==> config.mk <==
export PLATFORM = sky130hd
export DESIGN_NAME = sprite_blitter_flat
export DESIGN_NICKNAME = d
export VERILOG_FILES = /design/src/rtl/sprite_blitter_if.sv /design/src/rtl/sprite_blitter.sv /design/src/flat_wrapper.sv
export SDC_FILE = /design/constraint.sdc
export NUM_CORES = 1
export LEC_CHECK = 0
export ABC_CLOCK_PERIOD_IN_PS = 8000
export CAP_MARGIN = 5
export CORE_ASPECT_RATIO = 0.5
export CORE_MARGIN = 2
export CORE_UTILIZATION = 57
export DETAILED_ROUTE_END_ITERATION = 7
export PLACE_DENSITY_LB_ADDON = 0.25
export SYNTH_ARGS = -nofsm -noshare
export SYNTH_HDL_FRONTEND = slang
export SYNTH_SLANG_ARGS = --single-unit
export TNS_END_PERCENT = 50
==> constraint.sdc <==
create_clock -name Clk -period 8 [get_ports Clk]
set_clock_uncertainty 0.2 [all_clocks]
set_input_delay 0.8 -clock Clk [delete_from_list [all_inputs] [get_ports Clk]]
set_output_delay 0.8 -clock Clk [all_outputs]
set_load 0.01 [all_outputs]
==> src/rtl/sprite_blitter_if.sv <==
`default_nettype none
// ============================================================================
//  Module      : sprite_blitter_if
//  Description : Bundles the blit request, ROM-stage lookup, frame-buffer
//                write and buffer-swap signals of the sprite blitter.
//                slave  : seen from the blitter
//                master : seen from the surrounding system / testbench
//  Options     : SPRITE_HFLIP_EN adds the flipX request bit.
//  Revision    : 1.0 - initial release
// ============================================================================
interface sprite_blitter_if;
    // Blit request
    logic        start;
    logic [9:0]  posX;
    logic [9:0]  posY;
`ifdef SPRITE_HFLIP_EN
    logic        flipX;
`endif
    // ROM-stage lookup
    logic [9:0]  sprDrawX;
    logic [9:0]  sprDrawY;
    logic [4:0]  sprPixel;
    // Frame-buffer write port
    logic [19:0] fbAddr;
    logic [4:0]  fbData;
    logic        fbWe;
    // Status
    logic        busy;
    logic        done;
    // Buffer swap
    logic        swapReq;
    logic        vsync;
    logic        frontSel;

`ifdef SPRITE_HFLIP_EN
    modport slave (
        input  start, posX, posY, flipX, sprPixel, swapReq, vsync,
        output sprDrawX, sprDrawY, fbAddr, fbData, fbWe, busy, done, frontSel
    );
    modport master (
        output start, posX, posY, flipX, sprPixel, swapReq, vsync,
        input  sprDrawX, sprDrawY, fbAddr, fbData, fbWe, busy, done, frontSel
    );
`else
    modport slave (
        input  start, posX, posY, sprPixel, swapReq, vsync,
        output sprDrawX, sprDrawY, fbAddr, fbData, fbWe, busy, done, frontSel
    );
    modport master (
        output start, posX, posY, sprPixel, swapReq, vsync,
        input  sprDrawX, sprDrawY, fbAddr, fbData, fbWe, busy, done, frontSel
    );
`endif
endinterface
`default_nettype wire

==> src/rtl/sprite_blitter.sv <==
`default_nettype none
// ============================================================================
//  Module      : sprite_blitter
//  Description : Scans every sprite-local coordinate into the sprite ROM
//                stage, and writes each non-transparent returned pixel into
//                the back half of a double frame buffer at the latched screen
//                position, clipping anything off-screen. Owns front/back
//                buffer selection; a requested swap happens on an idle vsync.
//  Ports       : Clk, Reset (synchronous, active high)
//                bus.slave : start/posX/posY[/flipX] request, sprDrawX/Y ->
//                            ROM, sprPixel <- ROM (1 cycle later),
//                            fbAddr/fbData/fbWe write, busy/done status,
//                            swapReq/vsync/frontSel buffer control
//  Options     : SPRITE_HFLIP_EN - mirror the sprite horizontally when the
//                flipX bit latched with the start request is set.
//  Revision    : 1.0 - initial release
// ============================================================================
module sprite_blitter #(
    parameter int SPR_W    = 24,
    parameter int SPR_H    = 45,
    parameter int SCREEN_W = 640,
    parameter int SCREEN_H = 480
) (
    input  wire logic           Clk,
    input  wire logic           Reset,
    sprite_blitter_if.slave     bus
);
    localparam int c_CW = $clog2(SPR_W);
    localparam int c_RW = $clog2(SPR_H);
    localparam logic [c_CW-1:0] c_LAST_COL = c_CW'(SPR_W - 1);
    localparam logic [c_RW-1:0] c_LAST_ROW = c_RW'(SPR_H - 1);

    typedef enum logic [1:0] {
        S_IDLE  = 2'd0,
        S_RUN   = 2'd1,
        S_DRAIN = 2'd2,
        S_DONE  = 2'd3
    } state_t;

    state_t          r_state, w_stateNxt;
    logic [c_CW-1:0] r_col, w_colNxt;
    logic [c_RW-1:0] r_row, w_rowNxt;
    logic            r_drain, w_drainNxt;
    logic            w_accept;
    logic [9:0]      r_posX, r_posY;

    // Coordinate pipeline aligned with the ROM-stage output
    logic            r_vld;
    logic [c_CW-1:0] r_pCol;
    logic [c_RW-1:0] r_pRow;

    logic [19:0]     r_fbAddr;
    logic [4:0]      r_fbData;
    logic            r_fbWe;
    logic            r_front;
    logic            r_pend;

    logic [c_CW-1:0] w_drawCol;
    logic [10:0]     w_scrX, w_scrY;
    logic [18:0]     w_pixIdx;
    logic            w_wr;

    // ------------------------------------------------------------------
    // FSM: next state and scan counters
    // ------------------------------------------------------------------
    always_comb begin
        w_stateNxt = r_state;
        w_colNxt   = r_col;
        w_rowNxt   = r_row;
        w_drainNxt = r_drain;
        w_accept   = 1'b0;
        case (r_state)
            S_IDLE: begin
                if (bus.start) begin
                    w_accept   = 1'b1;
                    w_stateNxt = S_RUN;
                    w_colNxt   = '0;
                    w_rowNxt   = '0;
                end
            end
            S_RUN: begin
                if (r_col == c_LAST_COL) begin
                    w_colNxt = '0;
                    if (r_row == c_LAST_ROW) begin
                        w_rowNxt   = '0;
                        w_drainNxt = 1'b0;
                        w_stateNxt = S_DRAIN;
                    end else begin
                        w_rowNxt = r_row + 1'b1;
                    end
                end else begin
                    w_colNxt = r_col + 1'b1;
                end
            end
            S_DRAIN: begin
                // Two cycles: ROM stage, then the registered write
                if (r_drain) begin
                    w_stateNxt = S_DONE;
                end else begin
                    w_drainNxt = 1'b1;
                end
            end
            S_DONE:  w_stateNxt = S_IDLE;
            default: w_stateNxt = S_IDLE;
        endcase
    end

    always_ff @(posedge Clk) begin
        if (Reset) begin
            r_state <= S_IDLE;
            r_col   <= '0;
            r_row   <= '0;
            r_drain <= 1'b0;
            r_posX  <= '0;
            r_posY  <= '0;
        end else begin
            r_state <= w_stateNxt;
            r_col   <= w_colNxt;
            r_row   <= w_rowNxt;
            r_drain <= w_drainNxt;
            if (w_accept) begin
                r_posX <= bus.posX;
                r_posY <= bus.posY;
            end
        end
    end

    // ------------------------------------------------------------------
    // ROM-stage coordinate; screen placement always uses the unflipped col
    // ------------------------------------------------------------------
`ifdef SPRITE_HFLIP_EN
    logic r_flipX;
    always_ff @(posedge Clk) begin
        if (Reset) begin
            r_flipX <= 1'b0;
        end else if (w_accept) begin
            r_flipX <= bus.flipX;
        end
    end
    assign w_drawCol = r_flipX ? (c_LAST_COL - r_col) : r_col;
`else
    assign w_drawCol = r_col;
`endif

    assign bus.sprDrawX = (r_state == S_RUN) ? 10'(w_drawCol) : 10'd0;
    assign bus.sprDrawY = (r_state == S_RUN) ? 10'(r_row)     : 10'd0;
    assign bus.busy     = (r_state == S_RUN) || (r_state == S_DRAIN);
    assign bus.done     = (r_state == S_DONE);

    // ------------------------------------------------------------------
    // Write stage: 11-bit screen coordinates so off-screen pixels are
    // rejected rather than wrapping into the next row or frame.
    // ------------------------------------------------------------------
    assign w_scrX   = 11'(r_posX) + 11'(r_pCol);
    assign w_scrY   = 11'(r_posY) + 11'(r_pRow);
    assign w_pixIdx = 19'(w_scrY) * 19'(SCREEN_W) + 19'(w_scrX);
    assign w_wr     = r_vld && (bus.sprPixel != 5'd0)
                      && (w_scrX < 11'(SCREEN_W)) && (w_scrY < 11'(SCREEN_H));

    always_ff @(posedge Clk) begin
        if (Reset) begin
            r_vld    <= 1'b0;
            r_pCol   <= '0;
            r_pRow   <= '0;
            r_fbWe   <= 1'b0;
            r_fbAddr <= '0;
            r_fbData <= '0;
        end else begin
            r_vld  <= (r_state == S_RUN);
            r_pCol <= r_col;
            r_pRow <= r_row;
            r_fbWe <= w_wr;
            if (w_wr) begin
                r_fbAddr <= {~r_front, w_pixIdx};
                r_fbData <= bus.sprPixel;
            end
        end
    end

    assign bus.fbAddr = r_fbAddr;
    assign bus.fbData = r_fbData;
    assign bus.fbWe   = r_fbWe;

    // ------------------------------------------------------------------
    // Buffer swap: only while idle, so a blit never straddles buffers.
    // A swapReq coincident with an idle vsync swaps at once.
    // ------------------------------------------------------------------
    always_ff @(posedge Clk) begin
        if (Reset) begin
            r_front <= 1'b0;
            r_pend  <= 1'b0;
        end else if (bus.vsync && (r_pend || bus.swapReq) && (r_state == S_IDLE)) begin
            r_front <= ~r_front;
            r_pend  <= 1'b0;
        end else if (bus.swapReq) begin
            r_pend  <= 1'b1;
        end
    end

    assign bus.frontSel = r_front;

endmodule
`default_nettype wire

==> src/flat_wrapper.sv <==
// flat-port wrapper written by rule: the top's interface ports become plain ports
module sprite_blitter_flat 
#(
    parameter int SPR_W    = 24,
    parameter int SPR_H    = 45,
    parameter int SCREEN_W = 640,
    parameter int SCREEN_H = 480
)
  (Clk, Reset, bus_start, bus_posX, bus_posY, bus_sprPixel, bus_swapReq, bus_vsync, bus_sprDrawX, bus_sprDrawY, bus_fbAddr, bus_fbData, bus_fbWe, bus_busy, bus_done, bus_frontSel);
  sprite_blitter_if bus_i ();
  input  wire logic Clk;
  input  wire logic Reset;
  input wire logic [$bits(bus_i.start)-1:0] bus_start;
  input wire logic [$bits(bus_i.posX)-1:0] bus_posX;
  input wire logic [$bits(bus_i.posY)-1:0] bus_posY;
  input wire logic [$bits(bus_i.sprPixel)-1:0] bus_sprPixel;
  input wire logic [$bits(bus_i.swapReq)-1:0] bus_swapReq;
  input wire logic [$bits(bus_i.vsync)-1:0] bus_vsync;
  output wire logic [$bits(bus_i.sprDrawX)-1:0] bus_sprDrawX;
  output wire logic [$bits(bus_i.sprDrawY)-1:0] bus_sprDrawY;
  output wire logic [$bits(bus_i.fbAddr)-1:0] bus_fbAddr;
  output wire logic [$bits(bus_i.fbData)-1:0] bus_fbData;
  output wire logic [$bits(bus_i.fbWe)-1:0] bus_fbWe;
  output wire logic [$bits(bus_i.busy)-1:0] bus_busy;
  output wire logic [$bits(bus_i.done)-1:0] bus_done;
  output wire logic [$bits(bus_i.frontSel)-1:0] bus_frontSel;
  assign bus_i.start = bus_start;
  assign bus_i.posX = bus_posX;
  assign bus_i.posY = bus_posY;
  assign bus_i.sprPixel = bus_sprPixel;
  assign bus_i.swapReq = bus_swapReq;
  assign bus_i.vsync = bus_vsync;
  assign bus_sprDrawX = bus_i.sprDrawX;
  assign bus_sprDrawY = bus_i.sprDrawY;
  assign bus_fbAddr = bus_i.fbAddr;
  assign bus_fbData = bus_i.fbData;
  assign bus_fbWe = bus_i.fbWe;
  assign bus_busy = bus_i.busy;
  assign bus_done = bus_i.done;
  assign bus_frontSel = bus_i.frontSel;
  sprite_blitter #(.SPR_W(SPR_W), .SPR_H(SPR_H), .SCREEN_W(SCREEN_W), .SCREEN_H(SCREEN_H)) u_core (.Clk(Clk), .Reset(Reset), .bus(bus_i));
endmodule
==> results of run 1 <==
## layer usage
layer | vias up | wire [um] | track usage [%]
met5 | - | 0 | 0
met4 | 0 | 121 | 7.69
met3 | 13 | 633 | 7.25
met2 | 125 | 4240 | 41.5
met1 | 1775 | 4750 | 32.9
li1 | 1918 | - | -
## how the worst max path moves through the flow
| stage | start | end |
|---|---|---|
| floorplan | u_core.r_posY[0] | u_core.bus.fbAddr[18] |
| global placement | u_core.r_posY[0] | u_core.bus.fbAddr[18] |
| detailed placement | u_core.r_pRow[0] | u_core.bus.fbAddr[18] |
| CTS | u_core.r_pRow[0] | u_core.bus.fbAddr[18] |
| global route | u_core.r_pRow[0] | u_core.bus.fbAddr[18] |
| finish | u_core.r_pRow[0] | u_core.bus.fbAddr[18] |
## power by group
| part | total (W) | switching, W | internal (W) |
|---|---|---|---|
| registers | 0.000460 | 0.0000410 | 0.000419 |
| clock network | 0.000409 | 0.000158 | 0.000250 |
| logic | 0.000456 | 0.000260 | 0.000195 |
## stage by stage
stage | utilization, % | std cells | power (W) | hold slack [ns]
global placement | 68.5 | 661 | 0.000906 | 0.247
floorplan | - | 525 | 0.000780 | 0.236
global route | 72.6 | 677 | 0.00141 | 0.293
CTS | 72.6 | 677 | 0.00133 | 0.259
finish | 72.6 | 677 | 0.00132 | 0.258
detailed placement | 68.5 | 661 | 0.000919 | 0.251
## state kept, by name, indices dropped and copies added, names as in the netlist
| register | flops |
|---|---|
| u_core.bus.frontSel | 1 |
| u_core.r_state | 2 |
| u_core.bus.fbWe | 1 |
| u_core.r_vld | 1 |
| u_core.r_posX | 10 |
| u_core.r_row | 6 |
| u_core.r_pend | 1 |
| u_core.r_posY | 10 |
| u_core.r_pRow | 6 |
| u_core.r_drain | 1 |
| u_core.r_pCol | 5 |
| u_core.r_col | 5 |
| u_core.bus.fbData | 5 |
| u_core.bus.fbAddr | 20 |
## cell families after synthesis
family                     count (synthesis)  synth area share [%]
and+or+nand+nor                          171                  18.7
AOI/OAI and AO/OA                        142                  21.1
DFF                                       74                  34.5
buffers and inverters                     52                  5.36
adders and majority gates                 43                  13.2
xor gates and xnor gates                  32                  6.52
muxes                                      2                 0.466
other                                      1                0.0873
## tightest hold or removal path, stage by stage, from the launching register on
cell and delay (ns):
dfxtp_1 0.31, nand2_1 0.05, a21oi_1 0.05
## placed cells by master, fill, tap and decap left out, types with 5 or more instances in the layout
cell type	count
o21ai_0	23
xor2_1	13
a21oi_1	59
a21o_1	7
clkbuf_16	9
nand2_1	60
dfxtp_1	74
conb_1	9
a211oi_1	15
nor2b_1	9
nor2_1	43
and2_1	10
nor3_1	7
o21a_1	6
xnor2_1	19
ha_1	39
nand4_1	5
clkdlybuf4s50_1	68
nand3_1	21
inv_1	21
## layout make-up
type                            count  area (um^2)  area share, %
Inverter                           21         78.8           1.48
Multi-Input combinational cell    399         2630           49.5
Sequential cell                    74         1480           27.9
Clock buffer                       10          239           4.49
Tap cell                           96          120           2.26
Timing Repair Buffer               71          701           13.2
Clock inverter                      6         65.1           1.22
==> impl_summary.log, run 1 <==
[metrics] cell row count: 22
[metrics] category of the critical setup timing path: flip-flop to flip-flop
[metrics] insertion delay to the later sink of the worst-skew pair: ~0.34 ns
[metrics] final setup vio count: 0
[metrics] final critical path time including I/O delays and setup: around 4.5 ns
[metrics] Arrival @ worst endpoint: 4.53 ns
[metrics] beginning of the worst register-to-register path: u_core.r_pRow[0]
[metrics] status: finished clean
[metrics] die width: 127 um
[metrics] setup repair after global routing missed its margin: false
[metrics] fraction of synthesis flops using an asynchronous set or reset pin: 0%
[metrics] count of maximum capacitance violations: 0
[metrics] most numerous cell in the Yosys netlist: dfxtp_1
[metrics] CP Max Fanout: 4
[metrics] initial antenna violation count: 0
[metrics] total congestion overflow after global routing: 0
[metrics] Sink Count: 74
[metrics] via count of the first global-routing pass: 3579
[metrics] final-layout fill cell count: 578
[metrics] Hold Path Stages: 2
[metrics] deepest clock path buffer count: 2
[metrics] average wire per standard cell: 14.4 um
[metrics] WP data required: 8.05 ns
[metrics] distinct cell type count after synthesis: 57
[metrics] maximum level of the CTS H-tree: 3
[metrics] CTS Hold Buffers Added: 0
[metrics] cell breakdown of the critical path: ha_1 -> inv_1 -> fa_1 -> nor2b_4 -> o21a_1 -> nor2_1 -> xnor2_1 -> ha_1 -> fa_1 -> a211oi_1 -> nor3b_1 -> nor4_1 -> nand3_1 -> nor3_1 -> xnor2_1 -> a211oi_1
[metrics] share of synthesized area occupied by flip-flops and latches: 34.5%
[metrics] instance count of the mapped netlist: 517
[metrics] Worst Hold Endpoint: u_core.r_posY[5]
[metrics] Crit path largest cell delay: 0.49 ns
[metrics] primary flip-flop cell chosen by synthesis mapping: dfxtp_1
[metrics] Hold Violations, Final: 0
[metrics] leakage: about 2.1 nW
[metrics] TritonCTS clock tree: yes
[metrics] Hold Crit Class: flip-flop to flip-flop
[metrics] remaining antenna violation count after routing: 0
[metrics] fraction of post-synthesis cell area in the top cell type by area: 34.5%
[metrics] standard cell with the maximum stage delay on the critical path: nor4_1
[metrics] overall die area: 8290 um^2
[metrics] fin area: 5320 um^2
[metrics] combined global-route utilization of all metal layers: roughly a quarter
[metrics] DP Wirelength: 7.00 mm
[metrics] area added between synthesis and finish: 23.7%
[metrics] Register-to-Register Setup Slack: 3.52 ns
[metrics] routed vias/inst: 5.66
[metrics] root buffer cell: clkbuf_16
[metrics] buffer and inverter count on the worst path: 1
[metrics] routability congestion estimate: about 0.88
[metrics] via count: between 3000 and 4000
[metrics] CTS Buf Count: 9
[metrics] worst IR drop on VDD: 0.163 mV
[metrics] io pins: 79
[metrics] worst slew margin relative to its limit: 19.4%
[metrics] final wirelength: 9.75 mm
[metrics] post-placement cell area: 5010 um^2
[metrics] Placement Setup Slack: 3.60 ns
[metrics] Core Footprint: 7320 um^2
[metrics] total negative slack: 0 ns
[metrics] Peak Freq: around 0.22 GHz
[metrics] clock input transition at the sequential cells of the worst setup and hold paths: 0.06 ns
[metrics] slew at the pin closest to its max-slew limit: 1.20 ns
[metrics] worst r2r path cells: 16
[metrics] effective utilization at floorplan: about three fifths
[metrics] first-pass iteration count of the detailed router: 5
[metrics] power density over the cells: around 250 nW/um^2
[metrics] number of DRC violations after detailed routing: 0
[metrics] Synth top cells by count: dfxtp_1, nand2_1, a21oi_1
[metrics] count of cell instances traversed by the critical path: 16
[metrics] input/output buffers: 69
[metrics] Post-Synthesis Cell Area: approximately 4300 um^2
[metrics] dominant delay contributor by cell family on the critical path: adder cells
[metrics] worst-case setup margin in the final layout: 3.52 ns
[metrics] ratio of cells with drive above 1 in the final layout: 5.34%
[metrics] largest net degree at the start of global routing: 71
[metrics] height of the chip: 65.4 um
[metrics] Critical Path Source Type: flip-flop
[metrics] leading area contributor after synthesis: dfxtp_1
[metrics] first-iteration detailed-routing DRC count: 238
[metrics] fin. max-slew vios: 0
[metrics] post-cts sizing count: 0
[metrics] destination of the worst register-to-register timing path: u_core.bus.fbAddr[18]
[metrics] postcts setup bufs: 0
[metrics] ranking of synthesized cells by area: dfxtp_1, ha_1, a21oi_1, nand2_1, xnor2_1
[metrics] number of register bits inferred by synthesis: 74
[metrics] synthesized area per cell: a little over 8 um^2
[metrics] final cycle utilization of the critical path: between 50 and 60%
[metrics] count of flip-flops with a built-in enable after synthesis: 0
[metrics] Layout Nets: 649
[metrics] launch instance of the worst min-delay path: u_core.r_posY[5]
[metrics] CP endpoint kind: flip-flop
[metrics] diodes inserted: 0
[metrics] YS warnings: 0
[metrics] wire length of the first global-routing pass: 16.7 mm
No activity file was read; power rests on OpenSTA's default activity.
==> run 2: changes to the inputs <==
--- a/config.mk
+++ b/config.mk
@@ -5,11 +5,11 @@
 export SDC_FILE = /design/constraint.sdc
 export NUM_CORES = 1
 export LEC_CHECK = 0
-export ABC_CLOCK_PERIOD_IN_PS = 8000
+export ABC_CLOCK_PERIOD_IN_PS = 4300
 export CAP_MARGIN = 5
 export CORE_ASPECT_RATIO = 0.5
 export CORE_MARGIN = 2
-export CORE_UTILIZATION = 57
+export CORE_UTILIZATION = 53
 export DETAILED_ROUTE_END_ITERATION = 7
 export PLACE_DENSITY_LB_ADDON = 0.25
 export SYNTH_ARGS = -nofsm -noshare
==> constraint.sdc (replaced) <==
create_clock -name Clk -period 4.3 [get_ports Clk]
set_clock_uncertainty 0.2 [all_clocks]
set_input_delay 0.43 -clock Clk [delete_from_list [all_inputs] [get_ports Clk]]
set_output_delay 0.43 -clock Clk [all_outputs]
set_load 0.01 [all_outputs]
==> impl_summary.log, run 2 (synthesis results as in run 1) <==
[metrics] Critical Path Source Type: flip-flop
[metrics] initial antenna violation count: 0
[metrics] non-filler instance count after layout: 698
[metrics] met3 layer usage reported by global route: roughly 6.5%
[metrics] Sink Count: 74
[metrics] fin. max-slew vios: 0
[metrics] first-iteration detailed-routing DRC count: 272
[metrics] largest net degree at the start of global routing: 43
[metrics] first-pass iteration count of the detailed router: 4
[metrics] CP Max Fanout: 4
[metrics] category of the critical setup timing path: flip-flop to flip-flop
[metrics] setup repair after global routing missed its margin: true
[metrics] CP endpoint kind: flip-flop
[metrics] insertion delay to the later sink of the worst-skew pair: 0.35 ns
[metrics] met2 Usage GRT: between 30% and 40%
[metrics] via count of the first global-routing pass: 3206
[metrics] remaining antenna violation count after routing: 0
[metrics] worst IR drop on VDD: between 0.2 and 0.3 mV
[metrics] overall die area: 8890 um^2
[metrics] standard cell with the maximum stage delay on the critical path: fa_1
[metrics] deepest clock path buffer count: 2
[metrics] cell row count: 23
[metrics] worst r2r path cells: 17
[metrics] launch instance of the worst min-delay path: u_core.r_posY[5]
[metrics] slew at the pin closest to its max-slew limit: about 0.98 ns
[metrics] root buffer cell: clkbuf_16
[metrics] final cycle utilization of the critical path: 95.2%
[metrics] diodes inserted: 0
[metrics] maximum level of the CTS H-tree: 3
[metrics] Core Footprint: 7940 um^2
[metrics] io pins: 79
[metrics] most frequent standard cell in the layout excluding fill and tap cells: dfxtp_1
[metrics] height of the chip: 67.7 um
[metrics] status: finished clean
[metrics] Crit path largest cell delay: ~0.44 ns
[metrics] Worst Hold Endpoint: u_core.r_posY[5]
[metrics] TritonCTS clock tree: yes
[metrics] Hold Violations, Final: 0
[metrics] area added between synthesis and finish: 25.5%
[metrics] total power after layout: 0.00242 W
[metrics] final setup vio count: 0
[metrics] ratio of cells with drive above 1 in the final layout: 7.68%
[metrics] cell breakdown of the critical path: ha_1 -> inv_1 -> fa_1 -> nor2b_4 -> o211ai_2 -> mux2i_1 -> or2_2 -> ha_1 -> ha_1 -> a211oi_2 -> buf_4 -> o21ba_2 -> nor4_2 -> nand3_1 -> nor3_2 -> xnor2_1 -> a211oi_1
[metrics] CTS Hold Buffers Added: 0
[metrics] worst slew margin relative to its limit: 34.1%
[metrics] worst-case setup margin in the final layout: a little over 0.2 ns
[metrics] final critical path time including I/O delays and setup: 4.09 ns
[metrics] most frequent cells in the layout: dfxtp_1, clkdlybuf4s50_1, nand2_1
[metrics] wire length of the first global-routing pass: 15.3 mm
[metrics] Layout Nets: 655
[metrics] utilization after layout: 67.9%
[metrics] total negative slack: 0 ns
[metrics] combined global-route utilization of all metal layers: 21.9%
[metrics] Hold Path Stages: 2
[metrics] WP data required: 4.37 ns
[metrics] clock input transition at the sequential cells of the worst setup and hold paths: 0.06 ns
[metrics] GRT busiest layer: met2
[metrics] most frequent cell on the critical path: ha_1
[metrics] Arrival @ worst endpoint: ~4.2 ns
[metrics] DP Wirelength: around 7 mm
[metrics] beginning of the worst register-to-register path: u_core.r_posY[0]
[metrics] Register-to-Register Setup Slack: 0.21 ns
[metrics] destination of the worst register-to-register timing path: u_core.bus.fbAddr[18]
[metrics] count of maximum capacitance violations: 0
[metrics] power density over the cells: around 450 nW/um^2
[metrics] total congestion overflow after global routing: 0
[metrics] die width: 131 um
[metrics] leakage: 2.15 nW
[metrics] number of DRC violations after detailed routing: 0
[metrics] via count: 3743
[metrics] routed vias/inst: ~5.4
[metrics] Hold Crit Class: flip-flop to flip-flop
[metrics] number of placed instances with taps included: 680
[metrics] routability congestion estimate: 0.853
[metrics] global-route track usage on met1: between 30% and 40%
[metrics] CTS Buf Count: 9
[metrics] Placement Setup Slack: about 0.033 ns
[metrics] number of flip-flops in the largest register: 20
[metrics] effective utilization at floorplan: 54.1%
[metrics] final wirelength: between 9 and 10 mm
[metrics] average wire per standard cell: 14.1 um
[metrics] input/output buffers: 69
[metrics] Peak Freq: around 0.24 GHz
-- run 2: cell type report --
| type | instances | area [um^2] |
|---|---|---|
| repair buffers | 77 | 746 |
| well taps | 112 | 140 |
| flip-flops and latches | 74 | 1480 |
| inverters | 21 | 78.8 |
| clock buffers | 9 | 225 |
| clock inverters | 6 | 35.0 |
| multi-input cells | 399 | 2690 |
| fillers | 661 | 2550 |
-- run 2: worst max-delay path: cells and delay by family, from the launching register on --
kind                       cells  cell delay, ns
DFF                            1            0.33
AOI/OAI and AO/OA              4            0.62
and+or+nand+nor                5            1.25
adders and majority gates      4            1.16
muxes                          1            0.16
buffers and inverters          2            0.21
xor gates and xnor gates       1            0.09
-- run 2: power breakdown --
group	internal, W	switching [W]	total, W
sequential	0.000779	0.0000751	0.000854
combinational	0.000386	0.000505	0.000890
clock	0.000382	0.000296	0.000678
total	0.00155	0.000876	0.00242
-- run 2: what timing repair did --
item                                    4_1_cts  5_1_grt
endpoints found under the setup margin        1        3
resized for setup                             1       10
gates cloned                                  0        0
setup buffers                                 0        3
pin swaps                                     0        6
-- run 2: metal layers --
metal  up-vias  wire length, um
li1       1917                -
met1      1703             4990
met2       109             4060
met3        14              569
met4         0              185
met5         -                0
-- run 2: worst max path at each step --
| stage | startpoint | to | slack [ns] | depth (start not counted) |
|---|---|---|---|---|
| 6_report | u_core.r_posY[0] | u_core.bus.fbAddr[18] | 0.21 | 17 |
| 3_5_place_dp | u_core.r_posY[0] | u_core.bus.fbAddr[18] | 0.03 | 16 |
| 3_3_place_gp | u_core.r_posY[0] | u_core.bus.fbAddr[18] | 0.13 | 16 |
| 2_1_floorplan | u_core.r_posY[0] | u_core.bus.fbAddr[18] | 0.33 | 16 |
| 5_1_grt | u_core.r_posY[0] | u_core.bus.fbAddr[18] | -0.01 | 17 |
| 4_1_cts | u_core.r_posY[0] | u_core.bus.fbAddr[17] | 0.004 | 16 |
-- run 2: metrics by stage --
step	cell area, um^2	hold WS, ns
floorplan	4330	0.236
global placement	5060	0.246
detailed placement	5060	0.254
CTS	5320	0.262
global route	5400	0.275
finish	5400	0.257
